$ cat config.mk
export PLATFORM = sky130hd
export DESIGN_NAME = muldiv_unit
export DESIGN_NICKNAME = d
export VERILOG_FILES = /design/src/rtl/muldiv_unit.sv
export SDC_FILE = /design/constraint.sdc
export NUM_CORES = 1
export LEC_CHECK = 0
export CAP_MARGIN = 15
export CORE_MARGIN = 2
export CORE_UTILIZATION = 55
export CTS_CLUSTER_DIAMETER = 60
export CTS_CLUSTER_SIZE = 16
export DETAILED_ROUTE_END_ITERATION = 8
export PLACE_DENSITY = 0.76
export RECOVER_POWER = 25
export SYNTH_ARGS = -nofsm -noshare
export SYNTH_HDL_FRONTEND = slang
export SYNTH_SLANG_ARGS = --single-unit
$ cat constraint.sdc
create_clock -name clk -period 7.9 [get_ports clk]
set_input_delay 2.37 -clock clk [delete_from_list [all_inputs] [get_ports clk]]
set_output_delay 2.37 -clock clk [all_outputs]
set_load 0.005 [all_outputs]
$ cat src/rtl/muldiv_unit.sv
// muldiv_unit: multi-cycle signed MUL / DIV / REM unit for the EX stage.
// Uses the ALU's ALUControl encoding: 4'b0010 MUL, 4'b0110 DIV, 4'b1010 REM.
// The result follows RISC-V M semantics. MUL uses shift-add on magnitudes and
// DIV/REM use restoring division. The result sign is fixed after iteration.
// Optional build macro: MULDIV_EARLY_OUT_EN. When it is defined, divide-by-zero,
// the most-negative / -1 overflow, and MUL by zero skip the iteration.
module muldiv_unit #(
    parameter int WIDTH = 32
) (
    input  logic             clk,
    input  logic             rst,
    input  logic             start,
    input  logic [3:0]       ALUControl,
    input  logic [WIDTH-1:0] A,
    input  logic [WIDTH-1:0] B,
    output logic             ready,
    output logic             done,
    output logic [WIDTH-1:0] Result,
    output logic             DivByZero,
    output logic             Illegal
);

    localparam logic [3:0] OP_MUL = 4'b0010;
    localparam logic [3:0] OP_DIV = 4'b0110;
    localparam logic [3:0] OP_REM = 4'b1010;

    localparam int             CW       = (WIDTH > 1) ? $clog2(WIDTH) : 1;
    localparam logic [CW-1:0]  LAST_CNT = CW'(WIDTH - 1);
    localparam logic [WIDTH-1:0] MOST_NEG = {1'b1, {(WIDTH-1){1'b0}}};

    typedef enum logic [2:0] {
        S_IDLE,
        S_PREP,
        S_CALC,
        S_FIX,
        S_DONE
    } state_t;

    state_t state, state_next;

    // Request captured at accept
    logic [3:0]       op_q;
    logic [WIDTH-1:0] a_q;
    logic [WIDTH-1:0] b_q;

    // Working registers.
    // MUL: work_a is the shifting multiplicand, work_b the shifting multiplier,
    //      and acc the product.
    // DIV/REM: work_a is the dividend that turns into the quotient, work_b the
    //          divisor, and acc the partial remainder.
    logic [WIDTH-1:0] work_a;
    logic [WIDTH-1:0] work_b;
    logic [WIDTH-1:0] acc;
    logic [CW-1:0]    cnt;
    logic             neg_res;
    logic             dz_q;

    logic             is_mul, is_div, is_rem, is_divrem, is_legal;
    logic             prep_dz, prep_ovf, prep_mzero, early_out;
    logic [WIDTH-1:0] a_mag, b_mag;
    logic [WIDTH-1:0] special_result;
    logic [WIDTH:0]   rem_sh, rem_diff;
    logic [WIDTH-1:0] fix_mag, fix_result;

    assign is_mul    = (op_q == OP_MUL);
    assign is_div    = (op_q == OP_DIV);
    assign is_rem    = (op_q == OP_REM);
    assign is_divrem = is_div | is_rem;
    assign is_legal  = is_mul | is_divrem;

    assign a_mag = a_q[WIDTH-1] ? -a_q : a_q;
    assign b_mag = b_q[WIDTH-1] ? -b_q : b_q;

    assign prep_dz    = is_divrem && (b_q == '0);
    assign prep_ovf   = is_divrem && (a_q == MOST_NEG) && (b_q == '1);
    assign prep_mzero = is_mul && ((a_q == '0) || (b_q == '0));

`ifdef MULDIV_EARLY_OUT_EN
    assign early_out = prep_dz | prep_ovf | prep_mzero;
`else
    assign early_out = 1'b0;
`endif

    // One restoring-division step: shift in the next dividend bit and try to subtract
    assign rem_sh   = {acc, work_a[WIDTH-1]};
    assign rem_diff = rem_sh - {1'b0, work_b};

    assign ready = (state == S_IDLE);
    assign done  = (state == S_DONE);

    // Closed-form results for the special cases that can skip iteration
    always_comb begin
        // NOTE: every always_comb output gets a default first, so no path can infer a latch.
        special_result = '0;
        if (prep_dz) begin
            special_result = is_div ? '1 : a_q;
        end else if (prep_ovf) begin
            special_result = is_div ? a_q : '0;
        end
    end

    // Final sign correction, then the divide-by-zero override
    always_comb begin
        fix_mag    = is_div ? work_a : acc;
        fix_result = neg_res ? -fix_mag : fix_mag;
        if (dz_q) begin
            fix_result = is_div ? '1 : a_q;
        end
    end

    // Next-state logic
    always_comb begin
        state_next = state;
        unique case (state)
            S_IDLE: if (start) state_next = S_PREP;
            S_PREP: state_next = (!is_legal || early_out) ? S_DONE : S_CALC;
            S_CALC: if (cnt == LAST_CNT) state_next = S_FIX;
            S_FIX:  state_next = S_DONE;
            S_DONE: state_next = S_IDLE;
            default: state_next = S_IDLE;
        endcase
    end

    // State register with synchronous reset
    always_ff @(posedge clk) begin
        // NOTE: sequential state always uses non-blocking assignments to avoid simulation races.
        if (rst) begin
            state <= S_IDLE;
        end else begin
            state <= state_next;
        end
    end

    // Datapath: capture the request, iterate, and write the result and flags
    always_ff @(posedge clk) begin
        // NOTE: only the visible outputs are reset; the working registers are always loaded before use.
        if (rst) begin
            Result    <= '0;
            DivByZero <= 1'b0;
            Illegal   <= 1'b0;
        end else begin
            unique case (state)
                S_IDLE: begin
                    if (start) begin
                        op_q      <= ALUControl;
                        a_q       <= A;
                        b_q       <= B;
                        DivByZero <= 1'b0;
                        Illegal   <= 1'b0;
                    end
                end
                S_PREP: begin
                    work_a  <= a_mag;
                    work_b  <= b_mag;
                    acc     <= '0;
                    cnt     <= '0;
                    neg_res <= is_rem ? a_q[WIDTH-1] : (a_q[WIDTH-1] ^ b_q[WIDTH-1]);
                    dz_q    <= prep_dz;
                    if (!is_legal) begin
                        Result  <= '0;
                        Illegal <= 1'b1;
                    end else if (early_out) begin
                        Result    <= special_result;
                        DivByZero <= prep_dz;
                    end
                end
                S_CALC: begin
                    cnt <= cnt + 1'b1;
                    if (is_mul) begin
                        if (work_b[0]) acc <= acc + work_a;
                        work_a <= work_a << 1;
                        work_b <= work_b >> 1;
                    end else if (!rem_diff[WIDTH]) begin
                        acc    <= rem_diff[WIDTH-1:0];
                        work_a <= {work_a[WIDTH-2:0], 1'b1};
                    end else begin
                        acc    <= rem_sh[WIDTH-1:0];
                        work_a <= {work_a[WIDTH-2:0], 1'b0};
                    end
                end
                S_FIX: begin
                    Result    <= fix_result;
                    DivByZero <= dz_q;
                end
                default: ;
            endcase
        end
    end

endmodule

[Word-level counts from Yosys, hierarchy flattened]
Cells that the tools add are included.
Word-level totals
  register bits after elaboration: 208
  logic and storage cells: 79
  output and inout port bits: 36
  input bits: 71
Cells by class
  add/sub/neg operators: 6
  equal/unequal tests: 13
  reduce and logical (&&, ||, !) cells: 16
  muxes and demuxes: 27
  bitwise operators: 4
Operator list (count)
  2-to-1 mux 32 bit: 11
  one-hot mux 32 bit (2 select lines): 4
  negation 32 bit: 3
  subtractor 33 x 32 -> 33 bit: 1
  adder 32 bit: 1
  zero test 32 bit: 1
  one-hot mux 3 bit (4 select lines): 1
  AND reduction 3 bit: 4
  one-hot mux 5 bit (2 select lines): 1
  AND reduction 2 bit: 5
  2-to-1 mux 3 bit: 3
  != test 2 bit (second input constant): 4
  nonzero test 2 bit: 4
  equality test 3 x 2 -> 1 bit (second input constant): 2
  adder 5 x 1 -> 5 bit (second input constant): 1
  equality test 5 bit (second input constant): 1
  2-to-1 mux 1 bit: 5
  equality test 4 x 2 -> 1 bit (second input constant): 1
  equality test 4 x 3 -> 1 bit (second input constant): 1
  equality test 4 bit (second input constant): 1
  one-hot mux 1 bit (2 select lines): 2
  equality test 3 x 1 -> 1 bit (second input constant): 1
  equality test 3 bit (second input constant): 1
  zero test 3 bit: 1
  5 further kinds: 6

[Depth between registers and ports, before layout]
  depth in word-level cells: 6
  mapped depth: 16
  mapped depth without buffers: 12

[Least setup slack after synthesis]
Ideal clock, no wire load.
  kind: input -> register
  start: input port rst
  end: register a_q[0] (enable)
  path slack: 1.813 ns
  required time: 7.406 ns
  arrival time: 5.592 ns
  stages on the path: 3
  setup time: 0.494 ns
  path buffers: 2
  cell sequence: clkbuf_1 clkbuf_1 nor2_1
On the way
  cells in the longest elaborated chain, start to end: 2
RTL lines
  from (decl): RTL line 11  | input logic rst,
  NOT 1 bit (no source line)
  AND reduction 3 bit (no source line)
  to (signal assigned): RTL line 146  | a_q <= A;
  to (decl): RTL line 43  | logic [WIDTH-1:0] a_q;
Every way passes these cells.
A chain may end at the register's enable or synchronous reset.

[Final worst setup path]
  start: register state[2]
  end: register work_a[18] (data pin)
On the way
  cells in the longest elaborated chain, start to end: 2
  elaborated cells between the ends (all ways): 3
  those cells by class: 2 x eq/ne; 1 x mux
RTL lines
  from (decl): RTL line 39  | state_t state, state_next;
  from (signal assigned): RTL line 130  | state <= state_next;
  equality test 3 x 2 -> 1 bit or equality test 3 x 1 -> 1 bit (tied branches): RTL line 142  | unique case (state)
  one-hot mux 32 bit (2 select lines) (*): RTL line 142
  to (signal assigned): RTL line 153  | work_a <= a_mag;
  to (signal assigned): RTL line 171  | work_a <= work_a << 1;
  to (signal assigned): RTL line 175  | work_a <= {work_a[WIDTH-2:0], 1'b1};
  to (decl): RTL line 51  | logic [WIDTH-1:0] work_a;
Every way passes the cells marked *; elsewhere a longest branch is shown, timed or not.

==> impl_metrics.ini <==
[run_status]
outcome = finished with violations
failed_checks = max-capacitance violations, max-slew violations

[route]
avgRoutedWirePerCell_um = 18.6
dr.pass1.iters = 6
drtIter0Drc = 828
vias = 11800
routed_wl_um = 36000
post-route-drc-count = 0
viasPerCell = 6.11
ant_nets = 0

[synthesis]
ys_seq_area_share_pct = 41.6
yosys.area.top_type_share_pct = 36.3
ys_ff_latch = 208
synth_cells = 1517
synth_cell_type_count = 77
synth_async_sr_flop_share_pct = 0
yosysWarnings = 0
synth_common_cells = nand2_1 (207), edfxtp_1 (171), o21ai_0 (141)
synth_area_leaders = edfxtp_1 (36%), ha_1 (6.0%), xor2_1 (5.9%)
syn-num-nets = 1658
synthFlopType = edfxtp_1
syn-cell-area_mm2 = 0.0141
yosysMostFrequentCell = nand2_1
synth_edf_count = 171
avgSynthCellArea_um2 = 9.32
synth_top_cell_by_area = edfxtp_1

[clocking]
cts_buffer_depth = 3
clock-root-buffer = clkbuf_16
cts.sinks = 208
cts_tree = built
htree_levels = 1
numCtsBuffers = 22
cts.reportedPaths.clkPinSlew_ns = 0.06
holdBufCountCts = 0
cts_resized = 0
postCtsSetupBuffers = 0
clock_latency_ns = 0.53

[floorplan]
coreArea_mm2 = 0.0252
die_w_um = 164
rows = 58
die_h_um = 164
ioPinCount = 107
die_area_mm2 = 0.0270
initial_core_util_pct = 56.2

[grt]
grt_max_degree = 69
gr-total-overflow = 0
grt_first_pass_wirelength_um = 57200
grt_pass1_vias = 11200
antenna_found_initial = 0
grt_usage_pct = 26.6

[power]
power_switching_uw = 717
cellLeakagePower_nw = 5.98
power_density_mw_per_mm2 = 165
intPower_mw = 1.95
p_clk_share_pct = 39.7
power_frac_seq_pct = 47.6
ir_drop_uv = 159
p_comb_share_pct = 12.7
switching_share_pct = 26.9

[sta]
rsz0062_at_grt = no
hold_ws_ns = 0.435
fin_setup_tns_ns = 0
max_freq_mhz = 191
setup_violations = 0
clock_skew_ns = 0.0308
slew_headroom_pct = -106
tightest_slew_ns = 3.09
maxSlewViolCount = 167
period_share_pct = 66.2
layout_setup_ws_ns = 2.67
fin_crit_ns = 5.23
hold_viol = 0

[min_path]
holdCritPathClass = reg -> reg
hold_end = Result[18]
worstHoldStart = Result[18]
hold_depth = 2

[critical_path]
crit_arrival_ns = 5.40
cpPeakStageDelay_ns = 2.26
slowest_stage = and2_0
crit_chain = nor2_1, and2_0, clkbuf_1, o21ai_0
crit_path_max_fanout = 68
rrSetupSlack_ns = 2.67
crit_required_ns = 8.07
critPathKind = reg -> reg
rr_endpoint = work_a[18]
reg2regPathDepth = 4
end_kind = flip-flop
start_kind = flip-flop
regToRegStartpoint = state[2]

[placement]
hpwlAfterDp_um = 27100
gp_congestion = 0.903
post-place-ws_ns = 3.08
port_buffers = 106

[finish]
drive_gt1_share_pct = 4.60
synthToLayoutAreaGrowth_pct = 14.6
fin_nets = 1733
antenna_cells = 0

[job]
max-cap-violations = 3
[critical path, delay by kind of cell (launching register included)]
family / cells / cell delay (ns)
simple gates: 2 / 2.49
buf+inv: 1 / 1.63
compound gates: 1 / 0.34
flops: 1 / 0.39
[kinds of logic after synthesis]
group                    share of synthesized area [%]
AO/OA/AOI/OAI                                     19.8
buffers and inverters                             3.62
multiplexers                                      3.76
XOR/XNOR                                          8.80
flip-flops                                        41.6
AND/OR/NAND/NOR                                   16.2
adder cells (fa/ha/maj)                           6.30
[power groups by stage]
stage                     Combinational, mW  Clock (mW)  Sequential [mW]
after global routing                  0.375        1.11             1.28
after detailed placement              0.340           0             1.29
after CTS                             0.342        1.07             1.27
after global placement                0.334           0             1.29
final                                 0.338        1.06             1.27
after floorplan                       0.242           0             1.28
[metal layers]
layer / GRT usage, % / part of all wire [%] / vias up / wire (µm)
met5: 0 / 0 / - / 0
met4: 7.89 / 2.8 / 0 / 1010
met3: 3.69 / 5.0 / 60 / 1790
met2: 45.1 / 49 / 328 / 17500
met1: 35.5 / 44 / 5658 / 15700
li1: - / - / 5790 / -
[through the flow]
| step | power (mW) | instances | utilization, % | instance area (µm²) |
|---|---|---|---|---|
| floorplan | 1.52 | 1517 | - | 14100 |
| global placement | 1.63 | 1897 | 61.4 | 15500 |
| detailed placement | 1.63 | 1897 | 61.4 | 15500 |
| CTS | 2.68 | 1936 | 64.3 | 16200 |
| global route | 2.76 | 1937 | 64.3 | 16200 |
| finish | 2.67 | 1937 | 64.3 | 16200 |
[cells in the final DEF (no fill, tap or decap), types with 7 or more instances in the layout]
cell type,n
nor2b_1,15
ha_1,68
buf_4,12
nand4_1,9
xor2_1,96
o21ai_0,141
a311oi_1,7
a211oi_1,32
and3_1,9
nand2b_1,16
or3_1,18
dlygate4sd3_1,68
a21o_1,31
o21ai_1,7
or4_1,10
xnor2_1,46
inv_1,56
nor3_1,43
clkdlybuf4s50_1,38
a31oi_1,8
o21bai_1,12
nor2_1,78
o41ai_1,10
o31ai_1,23
dfxtp_1,37
a21oi_1,90
o21a_1,7
nor4_1,15
clkbuf_16,22
edfxtp_1,171
o211ai_1,15
nand3_1,22
nand2_1,207
o221ai_1,29
mux2i_1,45
[flip-flops by register name (all words and copies together), names as in the netlist]
register   cells
Illegal        1
op_q           4
acc           32
a_q           32
dz_q           1
state          3
b_q           32
cnt            5
neg_res        1
work_a        32
work_b        32
DivByZero      1
Result        32
[worst max path at each step]
stage / start / to / cells after the start
2_1_floorplan: rst / a_q[0] / 3
6_report: state[2] / work_a[18] / 4
3_3_place_gp: rst / acc[19] / 7
4_1_cts: rst / acc[21] / 7
5_1_grt: state[2] / work_a[18] / 4
3_5_place_dp: rst / acc[21] / 7
[cell type report]
| cell class | count | area, µm² |
|---|---|---|
| fill | 2105 | 8980 |
| multi-input combinational | 1182 | 7790 |
| sequential | 208 | 5880 |
| timing repair buffer | 121 | 1170 |
| clock buffer | 26 | 576 |
| tap | 330 | 413 |
| inverter | 57 | 214 |
| clock inverter | 13 | 165 |
Power figures use the tool's default switching activity.
==> variant 1: new RTL, same flow settings <==
The 5 states of `state_t` get a one-hot encoding in 5 bits.
--- a/src/rtl/muldiv_unit.sv
+++ b/src/rtl/muldiv_unit.sv
@@ -28,12 +28,12 @@
     localparam logic [CW-1:0]  LAST_CNT = CW'(WIDTH - 1);
     localparam logic [WIDTH-1:0] MOST_NEG = {1'b1, {(WIDTH-1){1'b0}}};
 
-    typedef enum logic [2:0] {
-        S_IDLE,
-        S_PREP,
-        S_CALC,
-        S_FIX,
-        S_DONE
+    typedef enum logic [4:0] {
+        S_IDLE = 5'b00001,
+        S_PREP = 5'b00010,
+        S_CALC = 5'b00100,
+        S_FIX  = 5'b01000,
+        S_DONE = 5'b10000
     } state_t;
 
     state_t state, state_next;
Function: same outputs for any inputs over 10 cycles, from zero or initial values and one cycle with rst high; not proved beyond that.
==> variant 1 against the unedited design <==
The flow still finishes with violations (max-capacitance violations, max-slew violations); non-clock buffer count is 1 higher; sequential cell count increased by 2; area after synthesis rose by 1.1%; design area rose by 1.1%; clock power about the same; combinational power shrank 44%; global-route usage fell by 1.0 points; wire length shrank 2.6%; via count up 1.1%; power decreased by 6.1%; first-iteration DRC count increased by 4.7%; worst setup slack better by 0.38 ns; critical path type unchanged; largest power group unchanged; highest routed layer unchanged.
==> variant 1: results (changes against the unedited design) <==
Skew final = 0.0187 ns (-0.0122 ns)
R2R cell count = 7 (+3)
Most frequent cells after synthesis = nand2_1, edfxtp_1, o21ai_0, nor2_1, a21oi_1
GP Congestion = 0.886 (-1.8%)
Layout Cells excl Fill = 1,963 (+1.3%)
Distinct cells, synth = 75 (-2.6%)
Status = finished, violations left
Synth Area per Inst = 9.28 um^2 (-0.44%)
Top post-synthesis cells by area = edfxtp_1, ha_1, xor2_1
Dpl ws = 3.26 ns (+0.177 ns)
CP max FO = 71 (+4.4%)
DR vias/cell = 6.10 (-0.22%)
Post-Syn Nets = 1,682 (+1.4%)
HP Start = Result[14]$_SDFFE_PP0P_
GRT Total Usage = 25.6% (-1.0 points)
Pin count of the biggest net entering global routing = 72 (+4.3%)
Slew Limit Fails = 97 (-42%)
Vias in the first global route = 11,500 (+3.2%)
Reg2reg setup slack = 3.04 ns (+0.38 ns)
Final-layout fill cell count = 2,096 (-0.43%)
Slew @ Worst Pin = 2.43 ns (-0.664 ns)
Layout cells sized above 1 = 4.85% (+0.25 points)
Violations in the final reports = max-capacitance violations, max-slew violations
Crit-path max cell delay = 1.75 ns (-0.51 ns)
Worst hold slack = 0.443 ns (+0.00827 ns)
Placed wire-length estimate = 25,900 um (-4.6%)
Max Cap Viol = 2 (-1)
Crit path capture = acc[19]$_SDFFCE_PN0P_
Pleak = 0.00608 uW (+1.7%)
Die Width = 165 um (+0.55%)
Seq/Total Area, Yosys = 41.4% (-0.19 points)
Dpl cells = 1,924 (+1.4%)
Post-route cell area = 16,400 um^2 (+1.1%)
-- variant 1: cell types whose count changed after synthesis, sizes merged, moves of 9 or more --
cell	delta
nand2	-23
nor2	+23
a211oi	-10
nand2b	+10
o21ai	-10
or3	+9
-- variant 1: final cells by class --
class                      count  area share, %
sequential                   210           36.1
clock inverter                14          0.894
inverter                      61           1.40
timing repair buffer         122           7.17
clock buffer                  25           3.56
tap                          335           2.56
multi-input combinational   1196           48.3
-- variant 1: worst max-delay path: cells and delay by family (launching register included) --
family	cells	cell delay, ns
compound gates	1	0.31
simple gates	3	1.06
flops	1	0.34
buf+inv	3	2.74
-- variant 1: logic make-up (layout without fill, tap and decap cells) --
| kind of cell | Yosys count | after routing | synth area share (%) |
|---|---|---|---|
| flip-flops | 210 | 210 | 41.4 |
| adder cells (fa/ha/maj) | 70 | 70 | 6.23 |
| XOR/XNOR | 142 | 142 | 8.70 |
| AND/OR/NAND/NOR | 487 | 487 | 16.4 |
| buffers and inverters | 135 | 222 | 3.63 |
| AO/OA/AOI/OAI | 439 | 439 | 19.6 |
| multiplexers | 58 | 58 | 4.10 |
-- variant 1: power by group --
| part | leakage [uW] | switching [uW] | internal (uW) |
|---|---|---|---|
| clock | 0.000358 | 474 | 582 |
| sequential | 0.00192 | 31.9 | 1230 |
| combinational | 0.00381 | 102 | 86.6 |
| total | 0.00608 | 608 | 1900 |
-- variant 1: layer usage --
layer  vias to the layer above  track usage, %  part of all wire, %
li1                       5866               -                    -
met1                      5702            32.8                   42
met2                       334            45.5                   51
met3                        66            2.87                  4.6
met4                         0            7.91                  2.5
met5                         -               0                    0
==> variant 2: new RTL, same flow settings <==
Made on the original files. Build with the macro `MULDIV_EARLY_OUT_EN` defined.
--- a/src/rtl/muldiv_unit.sv
+++ b/src/rtl/muldiv_unit.sv
@@ -4,6 +4,8 @@
 // DIV/REM use restoring division. The result sign is fixed after iteration.
 // Optional build macro: MULDIV_EARLY_OUT_EN. When it is defined, divide-by-zero,
 // the most-negative / -1 overflow, and MUL by zero skip the iteration.
+`define MULDIV_EARLY_OUT_EN
+
 module muldiv_unit #(
     parameter int WIDTH = 32
 ) (
Function: changed (a bounded check fails within 4 cycles, from zero or initial values and one cycle with rst high).
==> variant 2 against the unedited design <==
The flow still finishes with violations (max-capacitance violations, max-slew violations); design area increased by 2.4%; worst hold slack improved by 0.041 ns; die area is 2.2% higher; area after synthesis up 2.2%; power rose by 7.0%; non-clock buffer count up 4; maximum frequency increased by 12%; wire length is 1.3% higher; sequential cell count is the same; worst setup slack better by 0.54 ns; synthesized cell count grew 2.9%; critical path type unchanged; largest cell class unchanged.
==> variant 2: results (changes against the unedited design) <==
Area after DPL = 15,800 um^2 (+2.1%)
Worst hold slack = 0.476 ns (+0.0414 ns)
Worst hold path endpoint = Illegal$_SDFFE_PP0P_
Layout cells sized above 1 = 5.33% (+0.72 points)
CP Data Arrival Time = 4.91 ns (-0.49 ns)
Placed wire-length estimate = 27,000 um (-0.47%)
Skew final = 0.0155 ns (-0.0153 ns)
Via count = 12,100 (+2.6%)
Detailed Routing Iterations Pass 1 = 5 (-1)
Met1 GRT Util = 34.4% (-1.1 points)
HP Start = Illegal$_SDFFE_PP0P_
Worst r2r dst = acc[28]$_SDFFCE_PN0P_
Peak supply drop = 180 uV (+13%)
CP max FO = 73 (+7.4%)
First-iteration detailed-routing DRC count = 1,063 (+28%)
Max Cap Viol = 1 (-2)
Met3 Wirelength = 2020 um (+13%)
Pin count of the biggest net entering global routing = 74 (+7.2%)
R2R cell count = 6 (+2)
Final net count = 1,778 (+2.6%)
M3 GR Usage = 3.81% (+0.13 points)
Final-layout fill cell count = 2,188 (+3.9%)
Status = finished, violations left
Global-route wire length before repair = 59,100 um (+3.2%)
WL met2 = 18,000 um (+2.8%)
GR Layer Usage met2 = 44.6% (-0.55 points)
GRT Total Usage = 26.0% (-0.64 points)
Slew Limit Fails = 64 (-62%)
Seq/Total Area, Yosys = 40.7% (-0.90 points)
Synth Area in Compound Gates = 20.2% (+0.46 points)
GP Congestion = 0.949 (+5.2%)
Violations in the final reports = max-capacitance violations, max-slew violations
Slew @ Worst Pin = 2.54 ns (-0.558 ns)
## variant 2: cell types whose count changed in the layout (fill, tap and decap cells not counted), moves of 11 or more
cell / unedited run / this run
nand2_1: 207 / 156
a211oi_1: 32 / 21
o21ai_0: 141 / 175
a31oi_1: 8 / 22
mux2i_1: 45 / 56
nor2_1: 78 / 111
o221ai_1: 29 / 1
## variant 2: critical path, stage by stage (launching register included)
cell and delay (ns):
dfxtp_1 0.43, nor2_1 0.30, and2_0 1.88, buf_4 0.75, nand2_1 0.44, o21a_1 0.30, buf_4 0.26
## variant 2: layout make-up
cell class	instances	area [um^2]	share of cell area, %
multi-input cells	1222	8070	48.7
flip-flops and latches	208	5880	35.4
repair buffers	125	1200	7.24
clock buffers	25	583	3.52
well taps	335	419	2.53
clock inverters	16	221	1.34
inverters	56	210	1.27
## variant 2: power by group through the flow
stage	logic (uW)	registers, uW	clock network, uW
after CTS	406	1300	1170
after global routing	446	1300	1220
after floorplan	279	1300	0
after global placement	394	1320	0
final	401	1300	1160
after detailed placement	402	1320	0
